File: src/rtl/decode_stage_pipe_pkg.sv
// Shared definitions for the RV32I decode stage.
//   op_e       : internal operation codes (NOP plus the 37 RV32I ops used by EX)
//   OPC_*      : RV32 major opcode values (inst[6:0])
//   ZERO_WORD  : all-zero datapath word
package decode_stage_pipe_pkg;

  localparam int OP_W = 6;

  typedef enum logic [OP_W-1:0] {
    OP_NOP = 6'd0,
    OP_LUI, OP_AUIPC, OP_JAL, OP_JALR,
    OP_BEQ, OP_BNE, OP_BLT, OP_BGE, OP_BLTU, OP_BGEU,
    OP_LB, OP_LH, OP_LW, OP_LBU, OP_LHU,
    OP_SB, OP_SH, OP_SW,
    OP_ADDI, OP_SLTI, OP_SLTIU, OP_XORI, OP_ORI, OP_ANDI,
    OP_SLLI, OP_SRLI, OP_SRAI,
    OP_ADD, OP_SUB, OP_SLL, OP_SLT, OP_SLTU, OP_XOR, OP_SRL, OP_SRA, OP_OR, OP_AND
  } op_e;

  localparam logic [6:0] OPC_LUI    = 7'b0110111;
  localparam logic [6:0] OPC_AUIPC  = 7'b0010111;
  localparam logic [6:0] OPC_JAL    = 7'b1101111;
  localparam logic [6:0] OPC_JALR   = 7'b1100111;
  localparam logic [6:0] OPC_BRANCH = 7'b1100011;
  localparam logic [6:0] OPC_LOAD   = 7'b0000011;
  localparam logic [6:0] OPC_STORE  = 7'b0100011;
  localparam logic [6:0] OPC_OPIMM  = 7'b0010011;
  localparam logic [6:0] OPC_OP     = 7'b0110011;

  localparam logic [6:0] F7_ZERO = 7'b0000000;
  localparam logic [6:0] F7_ALT  = 7'b0100000;

  localparam logic [31:0] ZERO_WORD = 32'h0000_0000;

endpackage

File: src/rtl/decode_stage_pipe_decode_comb.sv
// Pure combinational RV32I instruction decoder.
// Ports:
//   inst      in   32-bit instruction word
//   op        out  decoded operation (OP_NOP when illegal)
//   imm       out  sign-extended immediate (shamt zero-extended for shifts)
//   rd        out  destination register (0 for branch/store/illegal)
//   we        out  writes rd (never for x0)
//   uses_rs1  out  rs1 is a real source operand
//   uses_rs2  out  rs2 is a real source operand
//   illegal   out  unknown opcode/funct3/funct7 combination
module decode_comb
  import decode_stage_pipe_pkg::*;
(
  input  logic [31:0] inst,
  output op_e         op,
  output logic [31:0] imm,
  output logic [4:0]  rd,
  output logic        we,
  output logic        uses_rs1,
  output logic        uses_rs2,
  output logic        illegal
);

  logic [6:0]  opcode;
  logic [2:0]  f3;
  logic [6:0]  f7;
  logic [31:0] imm_i, imm_s, imm_b, imm_u, imm_j, imm_sh;
  logic        has_rd;

  assign opcode = inst[6:0];
  assign f3     = inst[14:12];
  assign f7     = inst[31:25];

  assign imm_i  = {{20{inst[31]}}, inst[31:20]};
  assign imm_s  = {{20{inst[31]}}, inst[31:25], inst[11:7]};
  assign imm_b  = {{19{inst[31]}}, inst[31], inst[7], inst[30:25], inst[11:8], 1'b0};
  assign imm_u  = {inst[31:12], 12'h000};
  assign imm_j  = {{11{inst[31]}}, inst[31], inst[19:12], inst[20], inst[30:21], 1'b0};
  assign imm_sh = {27'd0, inst[24:20]};

  always_comb begin
    op       = OP_NOP;
    imm      = ZERO_WORD;
    has_rd   = 1'b0;
    uses_rs1 = 1'b0;
    uses_rs2 = 1'b0;
    illegal  = 1'b0;

    case (opcode)
      OPC_LUI:   begin op = OP_LUI;   imm = imm_u; has_rd = 1'b1; end
      OPC_AUIPC: begin op = OP_AUIPC; imm = imm_u; has_rd = 1'b1; end
      OPC_JAL:   begin op = OP_JAL;   imm = imm_j; has_rd = 1'b1; end
      OPC_JALR: begin
        op = OP_JALR; imm = imm_i; has_rd = 1'b1; uses_rs1 = 1'b1;
        if (f3 != 3'b000) illegal = 1'b1;
      end
      OPC_BRANCH: begin
        imm = imm_b; uses_rs1 = 1'b1; uses_rs2 = 1'b1;
        case (f3)
          3'b000:  op = OP_BEQ;
          3'b001:  op = OP_BNE;
          3'b100:  op = OP_BLT;
          3'b101:  op = OP_BGE;
          3'b110:  op = OP_BLTU;
          3'b111:  op = OP_BGEU;
          default: illegal = 1'b1;
        endcase
      end
      OPC_LOAD: begin
        imm = imm_i; has_rd = 1'b1; uses_rs1 = 1'b1;
        case (f3)
          3'b000:  op = OP_LB;
          3'b001:  op = OP_LH;
          3'b010:  op = OP_LW;
          3'b100:  op = OP_LBU;
          3'b101:  op = OP_LHU;
          default: illegal = 1'b1;
        endcase
      end
      OPC_STORE: begin
        imm = imm_s; uses_rs1 = 1'b1; uses_rs2 = 1'b1;
        case (f3)
          3'b000:  op = OP_SB;
          3'b001:  op = OP_SH;
          3'b010:  op = OP_SW;
          default: illegal = 1'b1;
        endcase
      end
      OPC_OPIMM: begin
        imm = imm_i; has_rd = 1'b1; uses_rs1 = 1'b1;
        case (f3)
          3'b000: op = OP_ADDI;
          3'b010: op = OP_SLTI;
          3'b011: op = OP_SLTIU;
          3'b100: op = OP_XORI;
          3'b110: op = OP_ORI;
          3'b111: op = OP_ANDI;
          3'b001: begin
            imm = imm_sh;
            if (f7 == F7_ZERO) op = OP_SLLI;
            else               illegal = 1'b1;
          end
          default: begin
            imm = imm_sh;
            if      (f7 == F7_ZERO) op = OP_SRLI;
            else if (f7 == F7_ALT)  op = OP_SRAI;
            else                    illegal = 1'b1;
          end
        endcase
      end
      OPC_OP: begin
        has_rd = 1'b1; uses_rs1 = 1'b1; uses_rs2 = 1'b1;
        // Only ADD/SUB and SRL/SRA have an alternate funct7 encoding.
        if (f7 == F7_ZERO) begin
          case (f3)
            3'b000:  op = OP_ADD;
            3'b001:  op = OP_SLL;
            3'b010:  op = OP_SLT;
            3'b011:  op = OP_SLTU;
            3'b100:  op = OP_XOR;
            3'b101:  op = OP_SRL;
            3'b110:  op = OP_OR;
            default: op = OP_AND;
          endcase
        end else if (f7 == F7_ALT && f3 == 3'b000) begin
          op = OP_SUB;
        end else if (f7 == F7_ALT && f3 == 3'b101) begin
          op = OP_SRA;
        end else begin
          illegal = 1'b1;
        end
      end
      default: illegal = 1'b1;
    endcase

    // Illegal instructions become an inert NOP that EX traps on.
    if (illegal) begin
      op       = OP_NOP;
      imm      = ZERO_WORD;
      has_rd   = 1'b0;
      uses_rs1 = 1'b0;
      uses_rs2 = 1'b0;
    end
  end

  assign rd = has_rd ? inst[11:7] : 5'd0;
  assign we = has_rd && (inst[11:7] != 5'd0);

endmodule

File: src/rtl/decode_stage_pipe.sv
// RV32I decode stage: decodes the IF/ID instruction, reads and forwards
// operands, stalls on load-use hazards and registers results into an
// ID/EX slot with a valid/ready handshake. Flush kills the slot.
// Ports:
//   clk, rst                  clock, synchronous active-high reset
//   flush                     kill slot contents and current input
//   in_valid/in_ready         IF/ID handshake, in_pc/in_inst payload
//   rf_raddr1/2, rf_rdata1/2  register file read port (same-cycle data)
//   fwd_valid/fwd_rd/fwd_data forwarding entries, index 0 highest priority
//   ld_pend, ld_rd            outstanding load in EX
//   out_valid/out_ready       ID/EX handshake
//   out_pc/imm/rs1/rs2/rd/we/op/illegal  decoded slot contents
module decode_stage_pipe
  import decode_stage_pipe_pkg::*;
#(
  parameter int XLEN      = 32,
  parameter int RA_W      = 5,
  parameter int FWD_PORTS = 2,
  parameter int OP_WIDTH  = OP_W
) (
  input  logic                      clk,
  input  logic                      rst,
  input  logic                      flush,
  input  logic                      in_valid,
  output logic                      in_ready,
  input  logic [XLEN-1:0]           in_pc,
  input  logic [31:0]               in_inst,
  output logic [RA_W-1:0]           rf_raddr1,
  output logic [RA_W-1:0]           rf_raddr2,
  input  logic [XLEN-1:0]           rf_rdata1,
  input  logic [XLEN-1:0]           rf_rdata2,
  input  logic [FWD_PORTS-1:0]      fwd_valid,
  input  logic [FWD_PORTS*RA_W-1:0] fwd_rd,
  input  logic [FWD_PORTS*XLEN-1:0] fwd_data,
  input  logic                      ld_pend,
  input  logic [RA_W-1:0]           ld_rd,
  output logic                      out_valid,
  input  logic                      out_ready,
  output logic [XLEN-1:0]           out_pc,
  output logic [XLEN-1:0]           out_imm,
  output logic [XLEN-1:0]           out_rs1,
  output logic [XLEN-1:0]           out_rs2,
  output logic [RA_W-1:0]           out_rd,
  output logic                      out_we,
  output logic [OP_WIDTH-1:0]       out_op,
  output logic                      out_illegal
);

  op_e              dec_op;
  logic [31:0]      dec_imm;
  logic [4:0]       dec_rd;
  logic             dec_we, dec_uses_rs1, dec_uses_rs2, dec_illegal;
  logic [RA_W-1:0]  rs1, rs2;
  logic [XLEN-1:0]  rs1_val, rs2_val;
  logic             hazard, accept;

  decode_comb u_decode_comb (
    .inst     (in_inst),
    .op       (dec_op),
    .imm      (dec_imm),
    .rd       (dec_rd),
    .we       (dec_we),
    .uses_rs1 (dec_uses_rs1),
    .uses_rs2 (dec_uses_rs2),
    .illegal  (dec_illegal)
  );

  assign rs1       = in_inst[19:15];
  assign rs2       = in_inst[24:20];
  assign rf_raddr1 = rs1;
  assign rf_raddr2 = rs2;

  // Walk from oldest to youngest so the lowest matching index wins.
  function automatic logic [XLEN-1:0] pick_operand(
    input logic                      used,
    input logic [RA_W-1:0]           rs,
    input logic [XLEN-1:0]           rf,
    input logic [FWD_PORTS-1:0]      fv,
    input logic [FWD_PORTS*RA_W-1:0] fr,
    input logic [FWD_PORTS*XLEN-1:0] fd
  );
    logic [XLEN-1:0] val;
    val = '0;
    if (used && rs != '0) begin
      val = rf;
      for (int p = FWD_PORTS - 1; p >= 0; p--) begin
        if (fv[p] && fr[p*RA_W +: RA_W] == rs) val = fd[p*XLEN +: XLEN];
      end
    end
    return val;
  endfunction

  always_comb begin
    rs1_val = pick_operand(dec_uses_rs1, rs1, rf_rdata1, fwd_valid, fwd_rd, fwd_data);
    rs2_val = pick_operand(dec_uses_rs2, rs2, rf_rdata2, fwd_valid, fwd_rd, fwd_data);
  end

  assign hazard = ld_pend && (ld_rd != '0) &&
                  ((dec_uses_rs1 && rs1 == ld_rd) || (dec_uses_rs2 && rs2 == ld_rd));

  assign in_ready = !rst && !hazard && (!out_valid || out_ready);
  assign accept   = in_valid && in_ready && !flush;

  always_ff @(posedge clk) begin
    if (rst) begin
      out_valid   <= 1'b0;
      out_pc      <= '0;
      out_imm     <= '0;
      out_rs1     <= '0;
      out_rs2     <= '0;
      out_rd      <= '0;
      out_we      <= 1'b0;
      out_op      <= OP_WIDTH'(OP_NOP);
      out_illegal <= 1'b0;
    end else if (flush) begin
      out_valid <= 1'b0;
    end else if (accept) begin
      out_valid   <= 1'b1;
      out_pc      <= in_pc;
      out_imm     <= XLEN'(dec_imm);
      out_rs1     <= rs1_val;
      out_rs2     <= rs2_val;
      out_rd      <= RA_W'(dec_rd);
      out_we      <= dec_we;
      out_op      <= OP_WIDTH'(dec_op);
      out_illegal <= dec_illegal;
    end else if (!out_valid || out_ready) begin
      // Slot consumed with nothing to replace it (idle or hazard bubble).
      out_valid <= 1'b0;
    end
  end

endmodule
File: config.mk
export PLATFORM = sky130hd
export DESIGN_NAME = decode_stage_pipe
export DESIGN_NICKNAME = d
export VERILOG_FILES = /design/src/rtl/decode_stage_pipe_pkg.sv /design/src/rtl/decode_stage_pipe_decode_comb.sv /design/src/rtl/decode_stage_pipe.sv
export SDC_FILE = /design/constraint.sdc
export NUM_CORES = 1
export LEC_CHECK = 0
export ABC_AREA = 1
export CAP_MARGIN = 20
export CORE_MARGIN = 10
export CORE_UTILIZATION = 41
export CTS_BUF_LIST = sky130_fd_sc_hd__clkbuf_4 sky130_fd_sc_hd__clkbuf_8
export DETAILED_ROUTE_END_ITERATION = 8
export PLACE_DENSITY = 0.87
export SETUP_SLACK_MARGIN = 0.02
export SLEW_MARGIN = 5
export SYNTH_ARGS = -nofsm -noshare
export SYNTH_HDL_FRONTEND = slang
export SYNTH_HIERARCHICAL = 1
export SYNTH_SLANG_ARGS = --single-unit
File: constraint.sdc
create_clock -name clk -period 2.61 [get_ports clk]
set_clock_uncertainty 0.15 [all_clocks]
set_input_delay 0.261 -clock clk [delete_from_list [all_inputs] [get_ports clk]]
set_output_delay 0.261 -clock clk [all_outputs]
set_load 0.01 [all_outputs]
[Word level (Yosys, flattened, before mapping)]
Cells that the tools add are included.
Word-level totals
  register bits after elaboration: 142
  latch bits: 0
  memory bits (writable): 0
  memory bits (read-only): 0
  output and inout bits: 153
  logic and storage cells: 119
  memories: 0
Cells by class
  add/subtract/negate cells: 0
  multiply operators: 0
  div/mod/pow operators: 0
  magnitude comparators: 0
  eq/ne operators: 23
  shifts and indexed selects: 0
  muxes and demuxes: 43
  bitwise logic cells: 1
  reduce and logical (&&, ||, !) cells: 43
Operators by type and width (number)
  $mux W32: 8
  $pmux W32 S6: 1
  $pmux W6 S7: 2
  $pmux W6 S9: 1
  $eq A5 B5 Y1: 6
  $mux W6: 5
  $eq A7 B6 Y1 const B: 4
  $pmux W4 S6: 1
  $eq A7 B7 Y1 const B: 3
  $pmux W4 S5: 1
  $reduce_bool A5 Y1: 4
  $mux W1: 18
  $reduce_or A6 Y1: 3
  $logic_and A1 B1 Y1: 17
  $mux W5: 3
  $pmux W5 S3: 1
  $eq A7 B5 Y1 const B: 2
  $eq A3 B3 Y1 const B: 4
  $reduce_or A3 Y1: 3
  $eq A7 B2 Y1 const B: 1
  $logic_not A7 Y1: 1
  $pmux W1 S7: 1
  $reduce_or A7 Y1: 1
  $eq A3 B2 Y1 const B: 2
  other kinds (11): 17

[Depth between registers and ports, before layout]
  word-level depth: 16
  depth in mapped cells: 22

[Hierarchy]
Netlist, hierarchy kept.
By module, submodules not included
  decode_stage_pipe: instances 1, cells an instance 1290, area each 7980.2 um^2, sequential area each 2842.7 um^2
  decode_comb: instances 1, cells an instance 280, area each 1321.3 um^2, sequential area each 0.0 um^2

[Worst setup path before layout]
OpenSTA, ideal clock, no wires.
  path type: input -> register
  from: input in_inst[1]
  to: register out_rs1[29]
  arrival: 2.266 ns
  data required time: 2.332 ns
  setup slack: 0.066 ns
  cell stages on the path: 20
  path through: nand2_2 -> inv_1 -> nand2_2 -> nor3_2 -> nand3_1 -> nand4_4 -> buf_6 -> nor2_1 -> nand2_1 -> nor2_1 -> nand3_1 -> nand2_2 -> nand2_2 -> nand3_2 -> buf_6 -> buf_6 -> nand2_1 -> inv_2 -> nor2_1 -> nor2_1
Between the ends
  cells in the longest elaborated chain, start to end: 13
RTL lines
  start, declared: RTL line decode_stage_pipe.sv:27  | input logic [31:0] in_inst,
  $eq A7 B6 Y1 (tied with other cells): RTL line decode_stage_pipe_decode_comb.sv:49  | case (opcode)
  $reduce_or A3 Y1 (no source line)
  $pmux W1 S7 (*): RTL line decode_stage_pipe_decode_comb.sv:49
  named net dec_illegal: RTL line decode_stage_pipe.sv:52  | logic dec_we, dec_uses_rs1, dec_uses_rs2, dec_illegal;
  $mux W1 (*): RTL line decode_stage_pipe_decode_comb.sv:137  | if (illegal) begin
  named net dec_uses_rs1: RTL line decode_stage_pipe.sv:52
  $logic_and A1 B1 Y1: RTL line decode_stage_pipe.sv:99  | ((dec_uses_rs1 && rs1 == ld_rd) || (dec_uses_rs2 && rs2 == ld_rd));
  $logic_or A1 B1 Y1: RTL line decode_stage_pipe.sv:99
  $logic_and A1 B1 Y1: RTL line decode_stage_pipe.sv:98  | assign hazard = ld_pend && (ld_rd != '0) &&
  $logic_not A1 Y1: RTL line decode_stage_pipe.sv:101  | assign in_ready = !rst && !hazard && (!out_valid || out_ready);
  $logic_and A1 B1 Y1 (2 in a row): RTL line decode_stage_pipe.sv:101
  $logic_and A1 B1 Y1 (2 in a row): RTL line decode_stage_pipe.sv:102  | assign accept = in_valid && in_ready && !flush;
  $reduce_and A2 Y1 (no source line)
  end signal, assigned: RTL line decode_stage_pipe.sv:121  | out_rs1 <= rs1_val;
  end, declared: RTL line decode_stage_pipe.sv:41  | output logic [XLEN-1:0] out_rs1,
Mark *: on every way through the listed nets, which the timed path passes. The rest lies on a longest branch.
A chain may end at the register's enable or synchronous reset.

[Final worst setup path]
  from: input in_inst[3]
  to: register out_pc[1]
Between the ends
  cells in the longest elaborated chain, start to end: 13
RTL lines
  $eq A7 B6 Y1 (tied with other cells): RTL line decode_stage_pipe_decode_comb.sv:49
  $reduce_or A3 Y1 (no source line)
  $pmux W1 S7 or $mux W1 (tied branches): RTL line decode_stage_pipe_decode_comb.sv:49
  $mux W1 (*): RTL line decode_stage_pipe_decode_comb.sv:137
  named net dec_uses_rs2: RTL line decode_stage_pipe.sv:52
  $logic_and A1 B1 Y1 (*): RTL line decode_stage_pipe.sv:99
  $logic_or A1 B1 Y1 (*): RTL line decode_stage_pipe.sv:99
  $logic_and A1 B1 Y1 (*): RTL line decode_stage_pipe.sv:98
  $logic_not A1 Y1 (*): RTL line decode_stage_pipe.sv:101
  $logic_and A1 B1 Y1 (*) (2 in a row): RTL line decode_stage_pipe.sv:101
  $logic_and A1 B1 Y1 (*) (2 in a row): RTL line decode_stage_pipe.sv:102
  $reduce_and A2 Y1 (no source line) (*)
  end signal, assigned: RTL line decode_stage_pipe.sv:119  | out_pc <= in_pc;
  end, declared: RTL line decode_stage_pipe.sv:39  | output logic [XLEN-1:0] out_pc,
Marks and branches as above.

==> metrics.txt <==
Hold Vio Cnt, Final 0; area grow syn2layout 55.96%; fin crit share 94.33%; Port Buffer Count 367; P_leak 6.596 nW; fmax 0.4062 GHz; synth unique cells 34; status completed; Post-Syn Area 0.009301 mm^2; Reg clk slew, reported paths 70 ps; residual DRC count 0; Std-Cell Rows 55; Final GP Congestion 1.004; Slowest-stage cell, CP dlygate4sd2_1; commonest non-fill, non-tap cell in the layout nand2_1; Avg Cell Area, Syn 5.924 um^2; Synth top area share 30.56%; relative slew slack 55.94%; Initial DRT Pass Iterations 6; ys async rst share 0%; All-Layer GR Usage 27.79%; CTS H-Tree Depth 4; total grt overflow 0; Comb power frac 25.0%; sw power 1.625 mW; post-synthesis sequential area ratio 30.56%; Final Setup Violations 0; Via Count 12590; Sw Share 31.20%; CTS sink cnt 142; Core ar. 0.02250 mm^2; final net count 2168; Seq cells post-synth 142; final WL 44110 um; share of layout cells above drive strength 1 11.30%; area occupied by multi-input gates 0.005346 mm^2; clock share of power 32.9%; Hold WS 153.5 ps; CTS tree yes; vias in the first global route 11550; Int Power 3.583 mW; sequential fraction of design power 42.1%; critical path's top delay family buffers and inverters; worst path required time 2810 ps; Die Ht 170.6 um; critical path cell sequence dlygate4sd2_1 -> buf_4 -> nor2_1 -> nand2_2 -> buf_4 -> buf_4 -> nor2_1 -> nor2_1 -> nor2_4 -> nand2_1 -> nor2_1 -> nand3_1 -> nand2_2 -> buf_6 -> nand2_4 -> nand3_4 -> buf_12 -> clkbuf_16 -> nand2_1 -> a21oi_1; post-route ant nets 0; min cycle time layout 2462 ps; initial antenna violation count 2; cell mode on critical path nor2_1; Synth Flop Type dfxtp_1; Die Area 0.02911 mm^2; max incr delay on CP 260 ps; Die X 170.6 um; max-slew violations 0; post-route setup slack 148.0 ps; largest net degree at the start of global routing 143; Ys Warns 6; Hold Crit Class in2reg; Pwr Density 359.0 mW/mm^2; Num CTS Buffers 17; Post-synth EDFFs 0; Clock Latency Late Sink 430 ps; post-synth top area cell dfxtp_1; post-DR wirelength/cell 19.59 um; post-synthesis instance total 1570; Slew @ Worst Pin 660.9 ps; critical-path maximum fanout 16; HPWL after detailed placement 31380 um; peak supply drop 241.7 uV; Max Cap Violations 0; IO Count 368; CP startpoint kind primary input; Crit. End Element register; top cells by area, synth dfxtp_1 (31%), nand2_1 (15%), nor2_1 (12%), nand3_1 (9.6%), nand4_1 (9.1%); # fillers 1956; worst slack, placed -521.0 ps; Worst EP arrival 2660 ps; Root Buffer Master clkbuf_8; Starting Density 41.33%; maximum root-to-sink buffer count 2; register area 0.002843 mm^2; syn_nets 1785; first-pass GRT wire length 64580 um; most frequent cells in the layout nand2_1 (369), clkdlybuf4s50_1 (348), nor2_1 (285); Worst Path Buf+Inv 7; Fin Setup TNS 0 ps; critical path class in2reg; post-DR vias/cell 5.590; drt first-iter violations 1561
[final cells by class]
class | instances | area share [%]
diodes | 2 | 0.03450
clock buffers | 21 | 1.863
clock inverters | 10 | 0.6296
inverters | 160 | 4.140
multi-input cells | 1149 | 36.86
flip-flops and latches | 142 | 19.60
well taps | 285 | 2.458
repair buffers | 483 | 34.42
[layer usage]
| layer | vias up | GRT usage, % | wire, um |
|---|---|---|---|
| met5 | - | 0 | 0 |
| met4 | 0 | 9.764 | 1585 |
| met3 | 132 | 9.217 | 5438 |
| met2 | 854 | 45.34 | 20550 |
| met1 | 5737 | 33.43 | 16540 |
| li1 | 5865 | - | - |
[final timing paths]
| kind | startpoint | to | slack, ps | depth (start not counted) |
|---|---|---|---|---|
| worst max-delay path | in_inst[3] | out_pc[1]$_SDFFE_PP0P_ | 150 | 20 |
| worst min-delay path | in_inst[30] | out_imm[10]$_SDFFE_PP0P_ | 150 | 5 |
| worst max register to register | out_valid$_SDFFE_PP0P_ | out_imm[22]$_SDFFE_PP0P_ | 750 | 6 |
| worst min register to register | out_pc[17]$_SDFFE_PP0P_ | out_pc[17]$_SDFFE_PP0P_ | 310 | 2 |
[registers in the layout, summed over array words and instances (netlist names)]
signal	count
out_illegal	1
out_rs2	32
out_valid	1
out_op	6
out_imm	32
out_rd	5
out_pc	32
out_we	1
out_rs1	32
[cell families (layout without fill, tap and decap cells)]
group	count (synthesis)	in the layout	synth area share, %
other	0	2	0
DFF	142	142	30.56
buffers and inverters	279	674	13.14
and+or+nand+nor	1019	1019	48.44
xor gates and xnor gates	1	1	0.09418
AOI/OAI and AO/OA	129	129	7.762
[cell usage after synthesis, drive strengths merged, types with 4 or more instances]
cell / n
nand4: 137
a22oi: 4
o22ai: 6
clkbuf: 50
o211ai: 5
nor2: 310
dfxtp: 142
nor3: 10
nand3: 179
a21oi: 88
nand2: 383
inv: 160
buf: 69
o21ai: 23
[metrics by stage]
step / std cells / total power [mW] / util [%] / cell area, um^2
2_1_floorplan: 1570 / 2.767 / - / 9301
3_3_place_gp: 2202 / 3.462 / 61.16 / 13760
3_5_place_dp: 2202 / 3.468 / 61.16 / 13760
4_1_cts: 2237 / 5.166 / 63.10 / 14200
5_1_grt: 2251 / 5.415 / 64.45 / 14500
6_report: 2252 / 5.208 / 64.46 / 14510
[tightest hold or removal path, stage by stage]
cell            delay, ps
dlymetal6s2s_1        160
nand2_1               100
nor2_1                 40
nand3_1                70
a21oi_1                60
[power groups by stage]
stage,logic [mW],clock network [mW],registers (mW)
finish,1.30,1.71,2.19
global route,1.38,1.85,2.19
CTS,1.23,1.74,2.19
detailed placement,1.22,0,2.24
global placement,1.22,0,2.24
floorplan,0.516,0,2.25
[repair_timing]
| item | 4_1_cts | 5_1_grt |
|---|---|---|
| pin swaps | 13 | 15 |
| buffers inserted | 4 | 6 |
| endpoints found under the setup margin | 56 | 143 |
| cloned | 0 | 7 |
| hold buffers | 0 | 0 |
| resized for setup | 33 | 23 |
No activity file was read; power rests on OpenSTA's default activity.
